**src/rtl/jt49_pkg.sv**
```systemverilog
`default_nettype none
// ============================================================================
// jt49_pkg : shared constants and helpers for the multi-channel PSG divider
// Rev 1.0
// ============================================================================
package jt49_pkg;

  localparam int JT49_DIVW = 12;

  // Value a W-bit divider counter restarts from.
  function automatic int unsigned one(input int unsigned w);
    return (w != 0) ? 1 : 0;
  endfunction

endpackage
`default_nettype wire

```
**src/rtl/jt49_div_ch.sv**
```systemverilog
`default_nettype none
// ============================================================================
// jt49_div_ch : one channel of the PSG clock-enable divider with shadowed period
// Rev 1.0
// ============================================================================
module jt49_div_ch
  import jt49_pkg::*;
#(
  parameter int W = JT49_DIVW
) (
  input  logic         clk,
  input  logic         rst_n,
  input  logic         cen,
  input  logic [W-1:0] period,
  input  logic         restart,
  output logic         cen_div,
  output logic         sq
);

  localparam logic [W-1:0] CNT_ONE = W'(one(W));

  logic [W-1:0] count_q, count_d;
  logic [W-1:0] per_lat_q, per_lat_d;
  logic         div_q, div_d;
  logic         sq_q, sq_d;
  logic         cen_div_q;

  always_comb begin
    count_d   = count_q;
    per_lat_d = per_lat_q;
    div_d     = div_q;
    sq_d      = sq_q;
    if (restart) begin
      count_d   = CNT_ONE;
      div_d     = 1'b0;
      sq_d      = 1'b0;
      per_lat_d = period;
    end else if (cen) begin
      if (per_lat_q == '0) begin
        per_lat_d = period;
        count_d   = CNT_ONE;
        div_d     = 1'b0;
      end else if (count_q >= per_lat_q) begin
        // '>=' keeps a shrunken period from letting the counter run to wrap
        count_d   = CNT_ONE;
        div_d     = 1'b1;
        sq_d      = ~sq_q;
        per_lat_d = period;
      end else begin
        count_d   = count_q + CNT_ONE;
        div_d     = 1'b0;
      end
    end
  end

  always_ff @(posedge clk or negedge rst_n) begin
    if (!rst_n) begin
      count_q   <= CNT_ONE;
      per_lat_q <= '0;
      div_q     <= 1'b0;
      sq_q      <= 1'b0;
    end else begin
      count_q   <= count_d;
      per_lat_q <= per_lat_d;
      div_q     <= div_d;
      sq_q      <= sq_d;
    end
  end

  always_ff @(negedge clk or negedge rst_n) begin
    if (!rst_n) cen_div_q <= 1'b0;
    else        cen_div_q <= div_q;
  end

  assign cen_div = cen_div_q;
  assign sq      = sq_q;

endmodule
`default_nettype wire

```
**src/rtl/jt49_div_multi.sv**
```systemverilog
`default_nettype none
// ============================================================================
// jt49_div_multi : CH independent programmable clock-enable dividers
// Rev 1.0
// ============================================================================
module jt49_div_multi
  import jt49_pkg::*;
#(
  parameter int W  = JT49_DIVW,
  parameter int CH = 3
) (
  input  logic            clk,
  input  logic            rst_n,
  input  logic            cen,
  input  logic [CH*W-1:0] period,
  input  logic [CH-1:0]   restart,
  output logic [CH-1:0]   cen_div,
  output logic [CH-1:0]   sq
);

  for (genvar k = 0; k < CH; k++) begin : g_ch
    jt49_div_ch #(.W(W)) u_ch (
      .clk     (clk),
      .rst_n   (rst_n),
      .cen     (cen),
      .period  (period[k*W +: W]),
      .restart (restart[k]),
      .cen_div (cen_div[k]),
      .sq      (sq[k])
    );
  end

endmodule
`default_nettype wire

```
**config.mk**
```make
export PLATFORM = sky130hd
export DESIGN_NAME = jt49_div_multi
export DESIGN_NICKNAME = d
export VERILOG_FILES = /design/src/rtl/jt49_pkg.sv /design/src/rtl/jt49_div_ch.sv /design/src/rtl/jt49_div_multi.sv
export SDC_FILE = /design/constraint.sdc
export NUM_CORES = 1
export LEC_CHECK = 0
export BUFFER_PORTS_ARGS = -buffer_cell sky130_fd_sc_hd__buf_2
export CAP_MARGIN = 20
export CELL_PAD_IN_SITES_DETAIL_PLACEMENT = 2
export CELL_PAD_IN_SITES_GLOBAL_PLACEMENT = 2
export CORE_AREA = 3 3 101 142
export CTS_CLUSTER_DIAMETER = 120
export DETAILED_ROUTE_END_ITERATION = 8
export DIE_AREA = 0 0 104 145
export PLACE_DENSITY_LB_ADDON = 0.12
export SLEW_MARGIN = 25
export SYNTH_ARGS = -nofsm -noshare
export SYNTH_HDL_FRONTEND = slang
export SYNTH_SLANG_ARGS = --single-unit
```
**constraint.sdc**
```tcl
create_clock -name clk -period 2.1 [get_ports clk]
set_input_delay 0.21 -clock clk [delete_from_list [all_inputs] [get_ports clk]]
set_output_delay 0.21 -clock clk [all_outputs]
set_load 0.005 [all_outputs]
```
After elaboration in Yosys (flattened, before gate mapping)

Index checks and enable logic that the tools add are counted.
Widths: inputs -> output; s select.

Multiplexer cells: 48
Bitwise logic cells: 3
Reduce and logical (&&, ||, !) cells: 18
$lt $le $gt $ge: 3
Add/sub/neg operators: 3
Eq/ne operators: 3

Operators by type and width:

| cell                  | count |
|---|---|
| $mux 12               | 24 |
| $add 12x1->12 const B | 3 |
| $ge 12x12->1          | 3 |
| $logic_not 12->1      | 3 |
| $mux 1                | 24 |
| $reduce_bool 2->1     | 6 |
| $reduce_and 3->1      | 3 |
| $reduce_bool 3->1     | 3 |
| $ne 2x2->1 const B    | 3 |
| $reduce_and 2->1      | 3 |
| $not 1->1             | 3 |

Output and inout bits: 6
Register bits after elaboration: 81

Depth between registers and ports, before layout

Word-level depth: 5
Gate-level depth with buffers: 11
Depth with buffers taken out: 8

Hierarchy

From an unflattened synthesis, not the netlist that was laid out.

Cells, all modules: 471
Area total of the unflattened synthesis: 4887.2 sq um

Modules (own cells, without submodules):

| module      | instances | cells an instance | sequential area each (sq um) | area each (sq um) |
|---|---|---|---|---|
| jt49_div_ch | 3         | 157               | 676.9                        | 1629.1 |

==> impl_metrics.csv <==
group,metric,value,unit
grt,track_usage,0.189,
worst_setup_path,path_max_fanout,4,
synthesis,syn_avg_cell_area,10.2,µm²
synthesis,syn_nets,517,
worst_setup_path,cp-start-kind,"register",
worst_setup_path,setup.worst_path.start,"g_ch[2].u_ch.per_lat_q[10]",
die,die_area,15100,µm²
clocking,cts_buffer_depth,2,
clocking,cts_root_buffer,"clkbuf_16",
drt,ant_nets,0,
placement,dp_cells,729,
grt,grt_pass1_vias,4340,
clocking,clk_pin_slew,0.06,ns
synthesis,yosysWarnings,0,
placement,pre_cts_ws,-0.552,ns
sta,rsz0062_at_grt,"yes",
synthesis,synth_top_area_frac,0.421,
synthesis,synth_compound_area_frac,0.0631,
grt,grt_antenna_before_repair,0,
sta,min_period,2.38,ns
clocking,cts.sinks,81,
worst_hold_path,worstHoldPathType,"primary input to register",
die,die_w,104,µm
synthesis,yosysMostFrequentCell,"dfrtp_1",
sta,fin_crit_sh,1.13,
synthesis,synth-edff-count,0,
layout,utilization,0.488,
drt,routed_wl,14.9,mm
drt,detail_route.iter0.violations,68,
layout,final_area,6470,µm²
sta,hold_slack,0.105,ns
placement,place_area,5470,µm²
synthesis,synthCells,436,
sta,worst_clock_skew,0.00807,ns
die,fp.dieH,145,µm
synthesis,synthMuxAreaShare,0.104,
synthesis,synth-xor-area-share,0.0569,
synthesis,syn-cell-area,4460,µm²
die,io_pins,48,
die,core,13300,µm²
placement,portBuffers,47,
worst_setup_path,critPathRequiredTime,2.32,ns
die,start_util,0.336,
synthesis,ys_async_sr_fraction,1.00,
worst_setup_path,path_class,"register to register",
layout,n_antenna_cell,0,
synthesis,synth_fa_ha_area_frac,0.109,
drt,num_vias,3778,
synthesis,synthTopCellsByCount,"75 x dfrtp_1, 54 x nor2_1, 41 x inv_1",
sta,fmax,420,MHz
pwr,leakage,3.16,nW
run_status,failed_checks,"setup timing",
pwr,irDropWorstVdd,0.322,mV
run_status,outcome,"complete, but fails checks",
placement,dp_hpwl,9.73,mm
synthesis,yosys.area.top_type,"dfrtp_1",
synthesis,synth-seq-cells,81,
pwr,p_total,4.37,mW
sta,slew_headroom,0.601,
sta,slew_violations,0,
worst_setup_path,reg2reg_from,"g_ch[2].u_ch.per_lat_q[10]",
sta,setup_ws,-0.282,ns
pwr,power_density,675,nW/µm²
drt,avgRoutedWirePerCell,19.4,µm
grt,grt_max_degree,28,
synthesis,seq_area_frac_synth,0.455,
layout,fin_cells,766,
synthesis,synth_top_family_by_area,"simple AND/OR/NAND/NOR gates",
layout,area_growth,45.1,%
worst_hold_path,worstHoldStart,"period[28]",
clocking,htree_levels,3,
sta,hold_viol_final,0,
placement,place.gp.congestion,0.760,
die,rows,50,
clocking,cts_tree,"yes",
drt,drtPass1Iterations,4,
synthesis,synthSimpleGateAreaFrac,0.155,
run,max-cap-violations,0,
grt,overflow,0,
clocking,cts_buffers,9,
drt,drc,0,
grt,grt_pass1_wl,22.8,mm
synthesis,synth-main-ff-cell,"dfrtp_1",
clocking,insertion_delay,0.33,ns
layout,nets,660,
sta,tightestPinTransition,0.598,ns
layout,final_layout_size_suffix_gt1_frac,0.450,
worst_setup_path,critPathCaptureType,"register",
drt,viasPerCell,4.93,
sta,fin_setup_tns,-7.67,ns
sta,finalSetupViolCount,57,
layout,fillers,1384,
synthesis,ys_types,43,
worst_setup_path,cp.arrival,2.60,ns
synthesis,synthTopCellsByArea,"dfrtp_1 42%, ha_1 11%, mux2_2 6.3%",
-- where the power goes --
group | internal, mW | switching, mW | leakage [nW]
Clock | 0.933 | 0.633 | 0.142
Combinational | 0.536 | 0.474 | 1.98
Sequential | 1.69 | 0.102 | 1.03
-- cell families (layout without fill, tap and decap cells) --
kind of cell             count (synthesis)  count (layout)
buffers and inverters                   55             202
flip-flops                              81              81
AND/OR/NAND/NOR                        147             148
multiplexers                            37              37
AO/OA/AOI/OAI                           48              48
adder cells (fa/ha/maj)                 39              39
XOR/XNOR                                29              29
-- final cells by class --
cell class | instances | area [µm²] | share of cell area
Inverter | 41 | 154 | 0.0238
Sequential cell | 81 | 2030 | 0.314
Multi-Input combinational cell | 301 | 2650 | 0.409
Tap cell | 182 | 228 | 0.0352
Clock inverter | 1 | 7.51 | 0.00116
Timing Repair Buffer | 145 | 1120 | 0.172
Clock buffer | 15 | 288 | 0.0445
-- flip-flops by register name, summed over array words and instances (netlist names) --
register	cells
g_ch.u_ch.cen_div	3
g_ch.u_ch.count_q	36
g_ch.u_ch.div_q	3
g_ch.u_ch.per_lat_q	36
g_ch.u_ch.sq	3
-- critical path: stages, from the launching register on --
cell and delay [ns]:
dfrtp_1 0.39, inv_2 0.08, ha_4 0.21, buf_6 0.12
a21oi_4 0.12, a21boi_2 0.08, or4_4 0.43, nor3_4 0.29
nor2_4 0.09, buf_12 0.16, mux2_4 0.29
-- worst paths after layout --
path | end | slack (ns) | depth (start not counted)
setup / recovery | g_ch[2].u_ch.per_lat_q[1] | -0.28 | 10
hold / removal | g_ch[2].u_ch.per_lat_q[4] | 0.10 | 2
setup reg to reg | g_ch[2].u_ch.per_lat_q[1] | -0.28 | 10
hold reg to reg | g_ch[2].u_ch.div_q | 0.54 | 2
max in group asynchronous | g_ch[1].u_ch.cen_div | 0.51 | 2
min in group asynchronous | g_ch[1].u_ch.count_q[4] | 0.35 | 2
-- metal layers --
layer  vias up  GRT usage  wire length (µm)
met1      1930      0.211              5780
met2        58      0.358              8360
met5         -          0                 0
met4         0     0.0652               381
li1       1762          -                 -
met3        28     0.0338               340
-- layout by cell type (no fill, tap or decap), drive strengths merged, types with 3 or more instances in the layout --
master	synthesis	final
a21o	4	4
a21oi	21	21
and3	8	8
buf	12	143
clkbuf	2	16
dfrtn	3	3
dfrtp	75	75
dfstp	3	3
ha	39	39
inv	41	41
mux2	37	37
nand2	38	38
nand3	7	7
nand4	10	10
nor2	55	56
nor3	8	8
nor4	10	10
o21ai	13	13
xnor2	12	12
xor2	17	17
-- repair_timing --
item | CTS | global route
cloned | 2 | 1
setup buffers | 8 | 10
endpoints found under the setup margin | 72 | 78
gates resized for setup | 56 | 69
hold buffers | 1 | 0
endpoints found under the hold margin | 18 | 0
pin swaps | 25 | 16
No activity file was read; power rests on OpenSTA's default activity.
